`config.mk`:
```
export PLATFORM = sky130hd
export DESIGN_NAME = clock_time_ctrl_flat
export DESIGN_NICKNAME = d
export VERILOG_FILES = /design/src/rtl/clock_time_ctrl_if.sv /design/src/rtl/clock_time_ctrl.sv /design/src/flat_wrapper.sv
export SDC_FILE = /design/constraint.sdc
export NUM_CORES = 1
export LEC_CHECK = 0
export BUFFER_PORTS_ARGS = -buffer_cell sky130_fd_sc_hd__buf_4
export CAP_MARGIN = 20
export CORE_MARGIN = 4
export CORE_UTILIZATION = 60
export DETAILED_ROUTE_END_ITERATION = 8
export PLACE_DENSITY = 0.77
export SYNTH_ARGS = -nofsm -noshare
export SYNTH_HDL_FRONTEND = slang
export SYNTH_SLANG_ARGS = --single-unit
export TNS_END_PERCENT = 20
```
`constraint.sdc`:
```
create_clock -name clk -period 6.4 [get_ports clk]
set_clock_uncertainty 0.05 [all_clocks]
set_input_delay 0.32 -clock clk [delete_from_list [all_inputs] [get_ports clk]]
set_output_delay 0.32 -clock clk [all_outputs]
set_load 0.1 [all_outputs]
```
`src/rtl/clock_time_ctrl_if.sv`:
```
// Key/display bundle for the clock time controller.
//   key_mode : debounced one-cycle pulse, steps RUN->SET_HOUR->SET_MIN->SET_SEC->RUN
//   key_inc  : debounced one-cycle pulse, increments the field being edited
//   num      : 24-bit BCD display word {hh, mm, ss}
//   mode     : current state (0=RUN, 1=SET_HOUR, 2=SET_MIN, 3=SET_SEC)
//   sec_tick : one-cycle pulse per second while running
interface clock_time_ctrl_if;
  logic        key_mode;
  logic        key_inc;
  logic [23:0] num;
  logic [1:0]  mode;
  logic        sec_tick;

  modport master (output key_mode, key_inc, input num, mode, sec_tick);
  modport slave  (input key_mode, key_inc, output num, mode, sec_tick);
endinterface

```
`src/rtl/clock_time_ctrl.sv`:
```
// Time-keeping / time-setting controller for a 6-digit BCD clock.
// Keeps hh:mm:ss in BCD, advances once per prescaler wrap in RUN, and lets
// the user edit one field at a time with key_mode / key_inc. The field being
// edited blinks on the display word (off phase forces both nibbles to 4'hF).
// Ports:
//   clk   : system clock
//   rst_n : asynchronous active-low reset
//   bus   : slave side of clock_time_ctrl_if (keys in; num/mode/sec_tick out)
module clock_time_ctrl #(
  parameter logic [25:0] TICK_CNT   = 26'd50_000_000,
  parameter logic [24:0] BLINK_HALF = 25'd12_500_000
) (
  input  logic               clk,
  input  logic               rst_n,
  clock_time_ctrl_if.slave   bus
);
  typedef enum logic [1:0] {RUN = 2'd0, SET_HOUR = 2'd1, SET_MIN = 2'd2, SET_SEC = 2'd3} state_t;

  // Field order matches the display word layout.
  typedef struct packed {
    logic [7:0] hr;
    logic [7:0] mn;
    logic [7:0] sc;
  } bcd_time_t;

  localparam logic [25:0] TICK_LAST  = TICK_CNT - 26'd1;
  localparam logic [25:0] BLINK_LAST = {BLINK_HALF, 1'b0} - 26'd1;
  localparam logic [25:0] BLINK_ON   = {1'b0, BLINK_HALF};

  state_t    state_q, state_d;
  bcd_time_t time_q, time_d;
  logic [25:0] pre_q, pre_d;
  logic [25:0] blink_q, blink_d;
  logic [23:0] num_q, disp;
  logic        sec_tick_q, tick;
  logic [8:0]  sc_inc, mn_inc;

  // {carry, next} for a 00..59 BCD pair.
  function automatic logic [8:0] inc60(input logic [7:0] v);
    if (v[3:0] == 4'd9) begin
      if (v[7:4] == 4'd5) return 9'h100;
      return {1'b0, v[7:4] + 4'd1, 4'd0};
    end
    return {1'b0, v[7:4], v[3:0] + 4'd1};
  endfunction

  // Next value for a 00..23 BCD hour.
  function automatic logic [7:0] inc24(input logic [7:0] v);
    if (v == 8'h23) return 8'h00;
    if (v[3:0] == 4'd9) return {v[7:4] + 4'd1, 4'd0};
    return {v[7:4], v[3:0] + 4'd1};
  endfunction

  always_comb begin
    state_d = state_q;
    time_d  = time_q;
    pre_d   = 26'd0;
    blink_d = 26'd0;
    sc_inc  = inc60(time_q.sc);
    mn_inc  = inc60(time_q.mn);
    tick    = (state_q == RUN) && (pre_q == TICK_LAST);

    if (state_q == RUN && !bus.key_mode)
      pre_d = tick ? 26'd0 : pre_q + 26'd1;

    // Ripple carry only on a real tick; the whole rollover lands in one cycle.
    if (tick) begin
      time_d.sc = sc_inc[7:0];
      if (sc_inc[8]) begin
        time_d.mn = mn_inc[7:0];
        if (mn_inc[8]) time_d.hr = inc24(time_q.hr);
      end
    end

    if (bus.key_mode) begin
      // key_mode wins over a coincident key_inc; blink restarts in the on phase.
      case (state_q)
        RUN:      state_d = SET_HOUR;
        SET_HOUR: state_d = SET_MIN;
        SET_MIN:  state_d = SET_SEC;
        default:  state_d = RUN;
      endcase
    end else if (bus.key_inc && state_q != RUN) begin
      // Field-local increment, no carry into neighbours.
      case (state_q)
        SET_HOUR: time_d.hr = inc24(time_q.hr);
        SET_MIN:  time_d.mn = mn_inc[7:0];
        default:  time_d.sc = sc_inc[7:0];
      endcase
    end else if (state_q != RUN) begin
      blink_d = (blink_q == BLINK_LAST) ? 26'd0 : blink_q + 26'd1;
    end

    disp = time_q;
    if (state_q != RUN && blink_q >= BLINK_ON) begin
      case (state_q)
        SET_HOUR: disp[23:16] = 8'hFF;
        SET_MIN:  disp[15:8]  = 8'hFF;
        default:  disp[7:0]   = 8'hFF;
      endcase
    end
  end

  always_ff @(posedge clk or negedge rst_n) begin
    if (!rst_n) begin
      state_q    <= RUN;
      time_q     <= '0;
      pre_q      <= '0;
      blink_q    <= '0;
      num_q      <= '0;
      sec_tick_q <= 1'b0;
    end else begin
      state_q    <= state_d;
      time_q     <= time_d;
      pre_q      <= pre_d;
      blink_q    <= blink_d;
      num_q      <= disp;
      sec_tick_q <= tick;
    end
  end

  assign bus.num      = num_q;
  assign bus.mode     = state_q;
  assign bus.sec_tick = sec_tick_q;
endmodule
```
`src/flat_wrapper.sv`:
```
// flat-port wrapper written by rule: the top's interface ports become plain ports
module clock_time_ctrl_flat 
#(
  parameter logic [25:0] TICK_CNT   = 26'd50_000_000,
  parameter logic [24:0] BLINK_HALF = 25'd12_500_000
)
  (clk, rst_n, bus_key_mode, bus_key_inc, bus_num, bus_mode, bus_sec_tick);
  clock_time_ctrl_if bus_i ();
  input  logic clk;
  input  logic rst_n;
  input wire logic [$bits(bus_i.key_mode)-1:0] bus_key_mode;
  input wire logic [$bits(bus_i.key_inc)-1:0] bus_key_inc;
  output wire logic [$bits(bus_i.num)-1:0] bus_num;
  output wire logic [$bits(bus_i.mode)-1:0] bus_mode;
  output wire logic [$bits(bus_i.sec_tick)-1:0] bus_sec_tick;
  assign bus_i.key_mode = bus_key_mode;
  assign bus_i.key_inc = bus_key_inc;
  assign bus_num = bus_i.num;
  assign bus_mode = bus_i.mode;
  assign bus_sec_tick = bus_i.sec_tick;
  clock_time_ctrl #(.TICK_CNT(TICK_CNT), .BLINK_HALF(BLINK_HALF)) u_core (.clk(clk), .rst_n(rst_n), .bus(bus_i));
endmodule
```
# Word level (Yosys, flattened, before mapping)
# Cells that the tools add are included.
[totals] wordCells=92 inputBits=4 register_bits=103
[classes] order_cmp=1 addsub=8 muxes=55 n_reduce_logical=8 n_eq_ne=11
[op_table] operator="2-to-1 mux 26 bit" n=6
[op_table] operator="2-to-1 mux 8 bit" n=13
[op_table] operator="2-to-1 mux 24 bit" n=4
[op_table] operator="2-to-1 mux 9 bit" n=8
[op_table] operator="adder 26 x 1 -> 26 bit (second input constant)" n=2
[op_table] operator="== test 26 x 25 -> 1 bit (second input constant)" n=1
[op_table] operator="== test 26 bit (second input constant)" n=1
[op_table] operator=">= comparator 26 x 24 -> 1 bit (second input constant)" n=1
[op_table] operator="adder 4 x 1 -> 4 bit (second input constant)" n=6
[op_table] operator="2-to-1 mux 1 bit" n=22
[op_table] operator="2-to-1 mux 16 bit" n=1
[op_table] operator="== test 4 bit (second input constant)" n=3
[op_table] operator="== test 4 x 3 -> 1 bit (second input constant)" n=2
[op_table] operator="== test 8 x 6 -> 1 bit (second input constant)" n=1
[op_table] operator="case mux 2 bit (3 select lines)" n=1
[op_table] operator="inequality test 5 bit (second input constant)" n=1
[op_table] operator="logical AND 1 bit" n=4
[op_table] operator="== test 2 x 1 -> 1 bit (second input constant)" n=1
[op_table] operator="== test 2 bit (second input constant)" n=1
[op_table] operator="zero test 2 bit" n=1
[op_table] operator="nonzero test 2 bit" n=1
[op_table] operator="OR reduction 2 bit" n=1
[op_table] operator="zero test 1 bit" n=1

# Depth between registers and ports, before layout
[depth] depth_word=21 depth_mapped=9 depth_no_buf=8

# Least setup slack after synthesis
# OpenSTA, ideal clock, no wires.
[synth_timing] kind="reg2reg" startpoint="register u_core.state_q[0], in the netlist u_core.bus.mode[0]" endpoint="register u_core.time_q[11] in the netlist's numbering" setup_slack_ns=3.567 path_stages_with_launch=9 t_arrival_ns=2.659 required_ns=6.226 path_buffers=1 cell_sequence="dfrtp_1 > inv_1 > ha_1 > and3b_1 > nand4_1 > or3_1 > buf_6 > a221o_1 > a211o_1"
[synth_lines] item="from (decl)" line_no="clock_time_ctrl.sv:30" rtl="state_t state_q, state_d;"
[synth_lines] item="from (signal assigned)" line_no="clock_time_ctrl.sv:113" rtl="state_q <= state_d;"
[synth_lines] item="to (signal assigned)" line_no="clock_time_ctrl.sv:114" rtl="time_q <= time_d;"
[synth_lines] item="to (decl)" line_no="clock_time_ctrl.sv:31" rtl="bcd_time_t time_q, time_d;"

==> qor.yml <==
run_status: "finished, final reports clean"
power_frac_seq_pct: 41.7
holdWs_ps: 128.7
core_area_sq_um: 7807
grt_pass1_wl_mm: 15.70
die_area_sq_um: 9642
synth_xor_xnor_area_share_pct: 10.05
initialDrtViolationCount: 123
post-cts-setup-buffer-count: 0
max-clock-path-buffers: 2
timing.rr.start: "u_core.pre_q[0]"
ir_worst_vdd_v: 0.0003269
worst-path-buf-inv: 0
critPathMaxFanout: 7
routabilityCongestion: 0.8756
via_count: 3479
worst_skew_pair.late_latency_ps: 360
hold_path.startpoint: "bus_key_mode"
numPortBuffers: 30
hold_viol_final: 0
hpwl_mm: 6.107
power_consumption_w: 0.002010
critPathTopFamily: "simple AND/OR/NAND/NOR gates"
start_util_pct: 62.52
synth-seq-cells: 103
design_area_sq_um: 5408
synth_adder_area_share_pct: 2.820
clock_sink_count: 103
drive_gt1_share_pct: 15.92
via_per_inst: 5.639
synth_nets: 492
routed_wire_length_per_instance_microns: 14.44
fin_crit_sh_pct: 40.77
share_of_power_burned_in_combinational_logic_pct: 37.9
worst_hold_path_type: "primary input to register"
cp.arrival_ps: 2820
cts_max_level: 3
placement_rows: 32
mux_cell_area_share_after_synthesis_pct: 1.615
minimum_clock_period_after_layout_ps: 2609
postRouteWirelength_mm: 8.910
post_dp_cell_area_sq_um: 5199
power.share.switching_pct: 43.38
remaining_drc_errors: 0
leakage_nw: 2.343
die_y_microns: 98.20
cp.required_ps: 6610
grt_setup_unrepaired: "false"
achievable-frequency_mhz: 383.3
postCtsHoldBufs: 1
cpMaxStageDelayCell: "sky130_fd_sc_hd__nor4_2"
cp-end-kind: "register"
post_cts_resize_count: 0
crit_path_start_kind: "register"
synth_compound_gate_area_share_pct: 6.178
firstDrtPassIters: 5
post_synth_and_or_nand_nor_area_fraction_pct: 23.74
synth.cell_area_sq_um: 4881
cts-buffers-inserted: 9
flow.area_growth_from_synthesis_pct: 10.79
cts.root.buffer_cell: "sky130_fd_sc_hd__clkbuf_8"
final_common_cell: "sky130_fd_sc_hd__dfrtp_1"
cp_cell_sequence: "ha_1, nand4_1, or3b_4, nor4_2, or2_0, mux2_2"
finalNetCount: 525
cts_tree: "built"
power_switching_w: 0.0008717
power_report.internal_total_w: 0.001138
yosysSeqAreaShare_pct: 52.81
postLayoutCoreUtil_pct: 69.26
critical-path-max-stage-delay_ps: 550
critical_path.startpoint: "u_core.pre_q[0]"
fillers: 589
clock_transition_at_the_registers_of_the_reported_paths_ps: 100
floorplan.io_pins: 31
largest_net_degree_at_the_start_of_global_routing: 71
detail_route_antenna_nets: 0
die_w_microns: 98.20
synth-edff-count: 0
criticalPathCategory: "register to register"
final_cell_mix: "sky130_fd_sc_hd__dfrtp_1 (103), sky130_fd_sc_hd__nor2_1 (66), sky130_fd_sc_hd__buf_4 (32)"
final-setup-viol-count: 0
asyncSetResetFlopFracSynth_pct: 100.0
power.density_nw_per_um2: 371.6
first_global_vias: 3428
clock_power_share_pct: 20.4
grt_overflow_total: 0
worst_slew_margin_rel_pct: 30.43
synthFlopType: "sky130_fd_sc_hd__dfrtp_1"
synth.yosys.warnings: 0
setup_total_negative_slack_ps: 0
timing_max_transition_violations_final: 0
diodes: 0
globalRouteTotalUtil_pct: 19.55
cap_viol_max_count: 0
worst_slew_pin_slew_ps: 1034
combinational_family_with_the_most_area_after_synthesis: "simple AND/OR/NAND/NOR gates"
antenna_found_initial: 0
post_synth.cell_area_avg_sq_um: 10.23
syn_inst_count: 477
yosys.cell_types.count: 52
==> final timing paths <==
check | to | slack [ps] | depth (start not counted)
max reg2reg | u_core.time_q[17] | 3790 | 6
min in group asynchronous | u_core.bus.num[11] | 370 | 2
max in group asynchronous | u_core.pre_q[6] | 4720 | 3
min reg2reg | u_core.pre_q[0] | 440 | 1
max | u_core.time_q[17] | 3790 | 6
min | u_core.pre_q[6] | 130 | 2
==> power groups by stage <==
stage | Clock (W) | Sequential [W] | Combinational, W
after CTS | 0.000417 | 0.000838 | 0.000766
after global routing | 0.000450 | 0.000855 | 0.000807
after global placement | 0 | 0.000845 | 0.000751
final | 0.000410 | 0.000838 | 0.000762
after floorplan | 0 | 0.00122 | 0.000225
after detailed placement | 0 | 0.000849 | 0.000764
==> per-stage QoR <==
step / worst slack (ps) / std cells
final: 3791 / 617
after global routing: 3622 / 617
after CTS: 3787 / 617
after detailed placement: 3785 / 600
after global placement: 3881 / 600
after floorplan: 3567 / 477
==> cell type report <==
| type | instances | area, sq um | share of cell area (%) |
|---|---|---|---|
| Clock inverter | 5 | 57.56 | 1.064 |
| Tap cell | 102 | 127.6 | 2.360 |
| Sequential cell | 103 | 2577 | 47.66 |
| Clock buffer | 11 | 141.4 | 2.615 |
| Multi-Input combinational cell | 340 | 2167 | 40.07 |
| Inverter | 23 | 86.33 | 1.596 |
| Timing Repair Buffer | 33 | 250.2 | 4.627 |
==> synthesized netlist by cell type (2+ instances only) <==
library cell	number	area share, %
sky130_fd_sc_hd__a2111oi_0	2	0.36
sky130_fd_sc_hd__a21oi_1	11	1.1
sky130_fd_sc_hd__a22o_1	2	0.36
sky130_fd_sc_hd__a31oi_1	2	0.26
sky130_fd_sc_hd__and2_1	3	0.38
sky130_fd_sc_hd__and3_1	11	1.4
sky130_fd_sc_hd__and4_1	4	0.72
sky130_fd_sc_hd__clkbuf_1	8	0.62
sky130_fd_sc_hd__dfrtp_1	103	53
sky130_fd_sc_hd__ha_1	11	2.8
sky130_fd_sc_hd__inv_1	23	1.8
sky130_fd_sc_hd__mux2_2	7	1.6
sky130_fd_sc_hd__nand2_1	29	2.2
sky130_fd_sc_hd__nand3_1	25	2.6
sky130_fd_sc_hd__nand3b_1	2	0.31
sky130_fd_sc_hd__nand4_1	19	2.4
sky130_fd_sc_hd__nor2_1	66	5.1
sky130_fd_sc_hd__nor2b_1	6	0.77
sky130_fd_sc_hd__nor3_1	11	1.1
sky130_fd_sc_hd__nor3b_1	4	0.62
sky130_fd_sc_hd__nor4_1	4	0.51
sky130_fd_sc_hd__nor4b_1	2	0.36
sky130_fd_sc_hd__nor4bb_1	2	0.41
sky130_fd_sc_hd__o211ai_1	2	0.31
sky130_fd_sc_hd__o21ai_0	10	1.0
sky130_fd_sc_hd__o21ai_1	2	0.21
sky130_fd_sc_hd__o21bai_1	2	0.31
sky130_fd_sc_hd__or2_2	24	3.1
sky130_fd_sc_hd__or3_1	2	0.26
sky130_fd_sc_hd__or4_1	2	0.31
sky130_fd_sc_hd__xnor2_1	25	4.5
sky130_fd_sc_hd__xor2_1	31	5.6
==> state kept, by name (all words and copies together), names as in the netlist <==
signal / cells
u_core.blink_q: 26
u_core.bus.mode: 2
u_core.time_q: 24
u_core.bus.sec_tick: 1
u_core.pre_q: 26
u_core.bus.num: 24
==> layer usage <==
metal	vias to the layer above	wire (microns)	track usage [%]
met5	-	0	0
li1	1695	-	-
met4	0	140	6.933
met1	1686	4226	27.44
met2	81	4074	30.63
met3	17	470	3.786
==> cell families (layout without fill, tap and decap cells) <==
family | after synthesis | count (layout)
and+or+nand+nor | 222 | 222
DFF | 103 | 103
xor gates and xnor gates | 56 | 56
AOI/OAI and AO/OA | 44 | 44
buffers and inverters | 34 | 72
adders and majority gates | 11 | 11
muxes | 7 | 7
(Power assumes the default switching activity.)
